`config.mk`:
```
export PLATFORM = sky130hd
export DESIGN_NAME = ex_stage
export DESIGN_NICKNAME = d
export VERILOG_FILES = /design/src/rtl/pipe_pkg.sv /design/src/rtl/mul_iter.sv /design/src/rtl/ex_stage.sv
export SDC_FILE = /design/constraint.sdc
export NUM_CORES = 1
export LEC_CHECK = 0
export CORE_ASPECT_RATIO = 1.25
export CORE_MARGIN = 1.5
export CORE_UTILIZATION = 55
export DETAILED_ROUTE_END_ITERATION = 16
export MAX_ROUTING_LAYER = met4
export PLACE_DENSITY = 0.79
export REMOVE_ABC_BUFFERS = 1
export SKIP_LAST_GASP = 1
export SLEW_MARGIN = 10
export SYNTH_ARGS = -nofsm -noshare
export SYNTH_HDL_FRONTEND = slang
export SYNTH_SLANG_ARGS = --single-unit
```
`constraint.sdc`:
```
create_clock -name clk_i -period 8.4 [get_ports clk_i]
set_input_delay 1.26 -clock clk_i [delete_from_list [all_inputs] [get_ports clk_i]]
set_output_delay 1.26 -clock clk_i [all_outputs]
set_load 0.1 [all_outputs]
```
`src/rtl/pipe_pkg.sv`:
```
// Shared encodings for the MIPS pipeline: ALU_OP/funct codes, control bit
// positions, internal ALU operation select and the execute-stage FSM states.
package pipe_pkg;

  localparam logic [1:0] ALUOP_ADD   = 2'b00;
  localparam logic [1:0] ALUOP_SUB   = 2'b01;
  localparam logic [1:0] ALUOP_RTYPE = 2'b10;
  localparam logic [1:0] ALUOP_ADDI  = 2'b11;

  localparam logic [5:0] FN_ADD = 6'h20;
  localparam logic [5:0] FN_SUB = 6'h22;
  localparam logic [5:0] FN_AND = 6'h24;
  localparam logic [5:0] FN_OR  = 6'h25;
  localparam logic [5:0] FN_SLT = 6'h2A;
  localparam logic [5:0] FN_MUL = 6'h18;

  localparam int WB_REGWRITE = 1;
  localparam int WB_MEMTOREG = 0;
  localparam int MEM_READ    = 1;
  localparam int MEM_WRITE   = 0;

  typedef enum logic [2:0] {
    ALU_ADD,
    ALU_SUB,
    ALU_AND,
    ALU_OR,
    ALU_SLT,
    ALU_MUL
  } alu_op_e;

  typedef enum logic {
    ST_IDLE,
    ST_BUSY
  } ex_state_e;

  // Unknown R-type functs fall back to add.
  function automatic alu_op_e decode_alu(input logic [1:0] alu_op, input logic [5:0] funct);
    alu_op_e sel;
    sel = ALU_ADD;
    case (alu_op)
      ALUOP_SUB: sel = ALU_SUB;
      ALUOP_RTYPE: begin
        case (funct)
          FN_SUB:  sel = ALU_SUB;
          FN_AND:  sel = ALU_AND;
          FN_OR:   sel = ALU_OR;
          FN_SLT:  sel = ALU_SLT;
          FN_MUL:  sel = ALU_MUL;
          default: sel = ALU_ADD;
        endcase
      end
      default: sel = ALU_ADD;
    endcase
    return sel;
  endfunction

endpackage

```
`src/rtl/mul_iter.sv`:
```
// Iterative shift-add multiplier retiring BPC multiplier bits per step, LSB first.
// The product output already includes the step in progress, so it is final while done is high.
module mul_iter #(
  parameter int BPC = 4
) (
  input  logic        clk_i,
  input  logic        rst_n_i,
  input  logic        start,
  input  logic        step,
  input  logic [31:0] a,
  input  logic [31:0] b,
  output logic        done,
  output logic [31:0] product
);

  localparam int STEPS = 32 / BPC;
  localparam int CW    = (STEPS > 1) ? $clog2(STEPS) : 1;

  logic [31:0]    acc;
  logic [31:0]    mcand;
  logic [31:0]    mplier;
  logic [CW-1:0]  count;
  logic [BPC-1:0] digit;

  assign digit   = mplier[BPC-1:0];
  assign product = acc + (mcand * 32'(digit));
  assign done    = step && (count == CW'(STEPS - 1));

  always_ff @(posedge clk_i or negedge rst_n_i) begin
    if (!rst_n_i) begin
      acc    <= '0;
      mcand  <= '0;
      mplier <= '0;
      count  <= '0;
    end else if (start) begin
      acc    <= '0;
      mcand  <= a;
      mplier <= b;
      count  <= '0;
    end else if (step) begin
      acc    <= product;
      mcand  <= mcand << BPC;
      mplier <= mplier >> BPC;
      count  <= done ? '0 : count + CW'(1);
    end
  end

endmodule

```
`src/rtl/ex_stage.sv`:
```
// MIPS execute stage: operand forwarding, ALU, iterative MUL and the EX/MEM register.
// stall_o holds the front of the pipe while a MUL occupies the stage.
module ex_stage
  import pipe_pkg::*;
#(
  parameter int BPC = 4
) (
  input  logic        clk_i,
  input  logic        rst_n_i,
  input  logic [1:0]  WB_i,
  input  logic [1:0]  MEM_i,
  input  logic        ALU_Src_i,
  input  logic [1:0]  ALU_OP_i,
  input  logic        Reg_Dst_i,
  input  logic [31:0] Reg_data1_i,
  input  logic [31:0] Reg_data2_i,
  input  logic [31:0] immd_i,
  input  logic [4:0]  RsAddr_FW_i,
  input  logic [4:0]  RtAddr_FW_i,
  input  logic [4:0]  RtAddr_WB_i,
  input  logic [4:0]  RdAddr_WB_i,
  input  logic        MEMWB_RegWrite_i,
  input  logic [4:0]  MEMWB_Rd_i,
  input  logic [31:0] MEMWB_data_i,
  output logic [1:0]  WB_o,
  output logic [1:0]  MEM_o,
  output logic [31:0] ALUout_o,
  output logic [31:0] MemWriteData_o,
  output logic [4:0]  RegDst_o,
  output logic        stall_o
);

  ex_state_e   state;
  alu_op_e     alu_sel;
  logic [31:0] fwd_a, fwd_b, alu_b, alu_result, mul_product;
  logic [4:0]  dest;
  logic        mul_start, mul_done;
  logic [1:0]  sh_wb, sh_mem;
  logic [4:0]  sh_dest;
  logic [31:0] sh_b;

  // EX/MEM wins over MEM/WB; register 0 is never forwarded.
  always_comb begin
    fwd_a = Reg_data1_i;
    if (WB_o[WB_REGWRITE] && RegDst_o != 5'd0 && RegDst_o == RsAddr_FW_i)
      fwd_a = ALUout_o;
    else if (MEMWB_RegWrite_i && MEMWB_Rd_i != 5'd0 && MEMWB_Rd_i == RsAddr_FW_i)
      fwd_a = MEMWB_data_i;
  end

  always_comb begin
    fwd_b = Reg_data2_i;
    if (WB_o[WB_REGWRITE] && RegDst_o != 5'd0 && RegDst_o == RtAddr_FW_i)
      fwd_b = ALUout_o;
    else if (MEMWB_RegWrite_i && MEMWB_Rd_i != 5'd0 && MEMWB_Rd_i == RtAddr_FW_i)
      fwd_b = MEMWB_data_i;
  end

  assign alu_b   = ALU_Src_i ? immd_i : fwd_b;
  assign dest    = Reg_Dst_i ? RdAddr_WB_i : RtAddr_WB_i;
  assign alu_sel = decode_alu(ALU_OP_i, immd_i[5:0]);

  // MUL results come from mul_iter; the single-cycle path only covers the other ops.
  always_comb begin
    alu_result = '0;
    case (alu_sel)
      ALU_ADD: alu_result = fwd_a + alu_b;
      ALU_SUB: alu_result = fwd_a - alu_b;
      ALU_AND: alu_result = fwd_a & alu_b;
      ALU_OR:  alu_result = fwd_a | alu_b;
      ALU_SLT: alu_result = {31'd0, $signed(fwd_a) < $signed(alu_b)};
      default: alu_result = '0;
    endcase
  end

  assign mul_start = (state == ST_IDLE) && (alu_sel == ALU_MUL) && WB_i[WB_REGWRITE];
  assign stall_o   = mul_start || ((state == ST_BUSY) && !mul_done);

  mul_iter #(.BPC(BPC)) u_mul (
    .clk_i   (clk_i),
    .rst_n_i (rst_n_i),
    .start   (mul_start),
    .step    (state == ST_BUSY),
    .a       (fwd_a),
    .b       (alu_b),
    .done    (mul_done),
    .product (mul_product)
  );

  // EX/MEM register; inputs are ignored while BUSY since ID/EX keeps replaying the held instruction.
  always_ff @(posedge clk_i or negedge rst_n_i) begin
    if (!rst_n_i) begin
      state          <= ST_IDLE;
      WB_o           <= '0;
      MEM_o          <= '0;
      ALUout_o       <= '0;
      MemWriteData_o <= '0;
      RegDst_o       <= '0;
      sh_wb          <= '0;
      sh_mem         <= '0;
      sh_dest        <= '0;
      sh_b           <= '0;
    end else begin
      case (state)
        ST_IDLE: begin
          if (mul_start) begin
            sh_wb   <= WB_i;
            sh_mem  <= MEM_i;
            sh_dest <= dest;
            sh_b    <= fwd_b;
            WB_o    <= '0;
            MEM_o   <= '0;
            state   <= ST_BUSY;
          end else begin
            WB_o           <= WB_i;
            MEM_o          <= MEM_i;
            ALUout_o       <= alu_result;
            MemWriteData_o <= fwd_b;
            RegDst_o       <= dest;
          end
        end
        ST_BUSY: begin
          if (mul_done) begin
            WB_o           <= sh_wb;
            MEM_o          <= sh_mem;
            ALUout_o       <= mul_product;
            MemWriteData_o <= sh_b;
            RegDst_o       <= sh_dest;
            state          <= ST_IDLE;
          end else begin
            WB_o  <= '0;
            MEM_o <= '0;
          end
        end
        default: state <= ST_IDLE;
      endcase
    end
  end

endmodule

```
After elaboration in Yosys (flattened, before gate mapping)
Cells that the tools add are included.
Widths: inputs -> output; s select.
{"block": "totals", "reg_bits": 214, "input_bits": 164, "output_inout_bits": 74, "elab_cells": 96}
{"block": "op_classes", "n_addsub": 4, "mul": 1, "n_lt_le_gt_ge": 1, "eq_ne": 19, "mux": 36, "bitwise": 3, "n_reduce_logical": 18}
{"operator": "$mux 32", "n": 15}
{"operator": "$pmux 32 s5", "n": 1}
{"operator": "$pmux 32 s2", "n": 2}
{"operator": "$add 32x32->32", "n": 2}
{"operator": "$and 32x32->32", "n": 1}
{"operator": "$lt 32x32->1", "n": 1}
{"operator": "$mul 32x4->32", "n": 1}
{"operator": "$or 32x32->32", "n": 1}
{"operator": "$sub 32x32->32", "n": 1}
{"operator": "$eq 6x6->1 const B", "n": 4}
{"operator": "$eq 5x5->1", "n": 4}
{"operator": "$mux 5", "n": 3}
{"operator": "$pmux 3 s5", "n": 1}
{"operator": "$logic_and 1x1->1", "n": 10}
{"operator": "$pmux 5 s2", "n": 1}
{"operator": "$reduce_bool 5->1", "n": 2}
{"operator": "$eq 3x3->1 const B", "n": 3}
{"operator": "$mux 3", "n": 3}
{"operator": "$mux 2", "n": 4}
{"operator": "$pmux 2 s2", "n": 2}
{"operator": "$eq 3x2->1 const B", "n": 2}
{"operator": "$eq 6x5->1 const B", "n": 1}
{"operator": "$pmux 3 s2", "n": 1}
{"operator": "$reduce_and 2->1", "n": 2}
{"operator": "other kinds (13)", "n": 14}

Depth between registers and ports, before layout
{"block": "depth", "ltp_word": 10, "ltp_mapped": 21}

Modules after synthesis
Synthesis repeated with hierarchy kept, for this count alone.
{"block": "hier_totals", "cells_unflattened": 2514, "area_unflattened_um2": 20832.5}
{"mod": "ex_stage", "n_inst": 1, "cells_per_inst": 1541, "area_per_inst_um2": 11883.9, "seq_area_each_um2": 2877.8}
{"mod": "mul_iter", "n_inst": 1, "cells_per_inst": 973, "area_per_inst_um2": 8948.6, "seq_area_each_um2": 2477.4}

Least setup slack after synthesis
OpenSTA, ideal clock, no wires.
{"block": "synth_timing", "path_type": "input port to flip-flop", "startpoint": "in MEMWB_Rd_i[1]", "endpoint": "reg ALUout_o[30]", "t_arrival_ns": 5.378, "slack_ns": 2.898, "path_stages": 21, "path_cell_list": "or4_1 > o21ai_1 > nor4_2 > buf_2 > mux2i_1 > o21ai_0 > mux2i_1 > inv_1 > ha_1 > inv_1 > fa_1 > nor2b_1 > o2111a_1 > nor4_2 > o31ai_1 > a31o_2 > nand3_2 > o221ai_2 > xor2_1 > a221o_1 > o31a_1"}
{"block": "synth_between", "elab_chain_cells": 10}
{"element": "from (decl)", "line_no": "ex_stage.sv:23", "rtl": "input logic [4:0] MEMWB_Rd_i,"}
{"element": "$reduce_bool 5->1", "line_no": "ex_stage.sv:47, ex_stage.sv:55"}
{"element": "$logic_and 1x1->1", "line_no": "ex_stage.sv:47, ex_stage.sv:55"}
{"element": "$logic_and 1x1->1", "line_no": "ex_stage.sv:55", "rtl": "else if (MEMWB_RegWrite_i && MEMWB_Rd_i != 5'd0 && MEMWB_Rd_i == RtAddr_FW_i)"}
{"element": "$mux 32", "line_no": "ex_stage.sv:55"}
{"element": "$mux 32", "line_no": "ex_stage.sv:53", "rtl": "if (WB_o[WB_REGWRITE] && RegDst_o != 5'd0 && RegDst_o == RtAddr_FW_i)"}
{"element": "$mux 32", "line_no": "ex_stage.sv:59", "rtl": "assign alu_b = ALU_Src_i ? immd_i : fwd_b;"}
{"element": "$sub 32x32->32 (tied with other cells)", "line_no": "ex_stage.sv:68", "rtl": "ALU_SUB: alu_result = fwd_a - alu_b;"}
{"element": "$pmux 32 s5 (*)", "line_no": "ex_stage.sv:66", "rtl": "case (alu_sel)"}
{"element": "$mux 32 (*)", "line_no": "ex_stage.sv:106", "rtl": "if (mul_start) begin"}
{"element": "$pmux 32 s2 (*)", "line_no": "ex_stage.sv:104", "rtl": "case (state)"}
{"element": "to (signal assigned)", "line_no": "ex_stage.sv:117", "rtl": "ALUout_o <= alu_result;"}
{"element": "to (signal assigned)", "line_no": "ex_stage.sv:126", "rtl": "ALUout_o <= mul_product;"}
{"element": "to (decl)", "line_no": "ex_stage.sv:27", "rtl": "output logic [31:0] ALUout_o,"}
Mark *: on every way between the ends. The rest lies on a longest branch, timed or not. The select of a mux whose other input is x is not followed.
A chain may end at the register's enable or synchronous reset.

Final worst setup path
{"block": "layout_timing", "startpoint": "in MEMWB_Rd_i[0]", "endpoint": "reg ALUout_o[28]"}
The elaborated chain is that of the path after synthesis.

==> out/summary.txt <==
hold crit path type - reg2reg
# hold bufs at CTS - 0
via count - 18,800
Area contributors post-synth - dfrtp_1, ha_1, fa_1, nand2_1, mux2i_1
die width - 172 um
wire length of the first global-routing pass - 109,000 um
total wire length - 70,400 um
Clock Latency Late Sink - 0.57 ns
worst vdd ir - 0.000226 V
Buf/Inv on CP - 4
CP Launch Type - input port
Routed Antenna Nets - 0
Synth top cells by count - nand2_1, dfrtp_1, o21ai_0, inv_1, ha_1
CTS Buf Count - 26
# DRC - 0
worst reg2reg path depth - 15
crit path capture type - flop
family with the most delay on the worst path - compound AO/OA/AOI/OAI gates
core outline area - 0.0354 mm^2
Tot Pwr - 3.99 mW
DR vias/cell - 6.22
period utilization - 0.782
Crit path depth - 20
Fmax achieved - 0.152 GHz
register area - 0.00536 mm^2
iteration count of the initial detailed-routing pass - 5
max_slew headroom - 0.0792
Filler Cell Count - 2,998
initial antenna violation count - 1
RSZ-0062 raised after global routing - no
fin crit period - 6.57 ns
Most used DFF post-synth - dfrtp_1
Num Clock Sinks - 214
RD Place Congestion - 1.02
Finish-stage setup viols - 0
Starting Density - 0.557
clock root cell - clkbuf_16
register area share after synthesis - 0.272
io pins - 238
H-tree levels - 1
Required @ worst endpoint - 8.86 ns
Mapped Cells - 2,373
largest net degree at the start of global routing - 79
Yosys Warn Count - 0
Slew Viols, Final - 0
Global Route Usage Sum - 0.396
WS Path Type - in2reg
worst path arrival time - 7.03 ns
largest stage delay on the critical path - 0.72 ns
multi-input logic area - 0.0132 mm^2
number of global-route vias before repair - 19,300
drt first-iter violations - 1,552
nets@finish - 2,936
Synth top area share - 0.272
Power Dens Cells - 171 mW/mm^2
final hold vios - 0
HPWL Detailed - 51,700 um
count leader, synth - nand2_1
maximum root-to-sink buffer count - 3
Routed WL per cell - 23.2 um
ys async rst share - 1.00
Clock Skews - 0.0259 ns
CP cell instances - clkdlybuf4s50_1 > xnor2_1 > nand3_1 > nor4_4 > buf_4 > mux2i_1 > o21ai_0 > mux2i_1 > inv_1 > ha_1 > inv_1 > o21ai_0 > a21oi_1 > o311ai_0 > o211ai_1 > o21a_2 > a41oi_1 > or3_1 > nand3b_1 > o31a_1
Syn-to-layout area delta - 18.5%
Syn Area/Cell - 8.31 um^2
Cell variety after synth - 84
hold depth - 2
port buffer count - 237
DIE AREA - 0.0370 mm^2
Max FO, Critical Path - 32
Crit-path slowest cell - o311ai_0
static leakage - 10.9 nW
row count - 77
proportion of layout cells with a drive suffix above 1 - 0.0450
EDFF count, synth - 0
Clock Pin Slew Worst Setup and Hold Paths - 0.07 ns
Tightest Pin Transition - 1.38 ns
GRT overflow - 0
# resized after CTS - 0
post-route setup TNS - 0 ns
number of max-cap violations - 0
setup bufs post-CTS - 0
Mapped Area - 0.0197 mm^2
height of the die - 215 um
Yosys top cell by area - dfrtp_1
Seq cells post-synth - 214
status - finished, final reports clean
CTS tree - yes
==> registers in the layout, indices dropped and copies added, names as in the netlist <==
| signal | cells |
|---|---|
| ALUout_o | 32 |
| MemWriteData_o | 32 |
| sh_b | 32 |
| u_mul.acc | 32 |
| u_mul.mcand | 32 |
| u_mul.mplier | 32 |
| RegDst_o | 5 |
| sh_dest | 5 |
| u_mul.count | 3 |
| MEM_o | 2 |
| WB_o | 2 |
| sh_mem | 2 |
| sh_wb | 2 |
| state | 1 |
==> where the power goes <==
| part | internal (mW) | switching [mW] |
|---|---|---|
| clock network | 0.775 | 0.488 |
| logic | 0.461 | 1.06 |
| registers | 1.11 | 0.0985 |
| total | 2.34 | 1.65 |
==> kinds of logic after synthesis <==
logic type,Yosys count,share of synthesized area
xor gates and xnor gates,76,0.0338
DFF,214,0.272
adders and majority gates,238,0.185
AOI/OAI and AO/OA,655,0.208
buffers and inverters,312,0.0630
muxes,141,0.0716
and+or+nand+nor,737,0.167
==> tightest hold or removal path, stage by stage, from the launching register on <==
cell and delay, ns:
dfrtp_1 0.34, nand2_1 0.05, nand2_1 0.05
==> through the flow <==
stage	hold slack [ns]	worst slack (ns)	area, um^2	utilization	std cells
after global routing	0.494	1.47	23400	0.661	3028
after detailed placement	0.463	1.35	22400	0.634	2980
after CTS	0.477	1.92	23400	0.661	3027
after floorplan	0.435	-1.02	19100	-	2238
after global placement	0.450	1.36	22400	0.634	2980
final	0.472	1.83	23400	0.661	3028
==> cell usage in the layout, fill, tap and decap left out, types with 11 or more instances in the layout <==
cell type	netlist	final
inv_1	175	175
ha_1	150	150
nand2b_1	21	21
nor2_1	139	136
o31ai_1	12	12
nor3_1	16	16
a211oi_1	22	22
and3_1	12	11
nor2b_1	17	17
xnor2_1	51	51
clkbuf_16	0	27
o211ai_1	28	28
o21ai_1	27	27
clkdlybuf4s50_1	0	234
o21ai_0	200	200
nand2_1	393	393
xor2_1	25	25
and2_1	40	40
a31oi_1	20	20
a22o_1	11	11
fa_1	88	88
mux2i_1	141	141
dfrtp_1	214	213
buf_4	7	30
a21oi_1	148	147
o21bai_1	11	11
nand3_1	36	35
a22oi_1	61	61
a21o_1	25	25
==> final timing paths <==
path,from,slack (ns),endpoint
max,MEMWB_Rd_i[0],1.83,ALUout_o[28]
max reg2reg,u_mul.mplier[0],2.72,ALUout_o[30]
min,sh_b[8],0.47,sh_b[8]
max in group asynchronous,rst_n_i,6.30,u_mul.mcand[15]
min in group asynchronous,rst_n_i,0.70,sh_mem[0]
min reg2reg,sh_b[8],0.47,sh_b[8]
==> cell type report <==
type	count	area share
diodes	1	0.000107
clock buffers	35	0.0319
clock inverters	12	0.00830
inverters	177	0.0285
multi-input cells	1847	0.564
flip-flops and latches	214	0.229
well taps	474	0.0254
repair buffers	268	0.112
==> routing by layer <==
| metal | track usage | up-vias | part of all wire |
|---|---|---|---|
| li1 | - | 8527 | - |
| met1 | 0.451 | 9253 | 0.37 |
| met2 | 0.644 | 829 | 0.49 |
| met3 | 0.0544 | 239 | 0.066 |
| met4 | 0.264 | 0 | 0.076 |
| met5 | - | - | 0 |
Note: power is estimated with default switching activity, not from simulation.
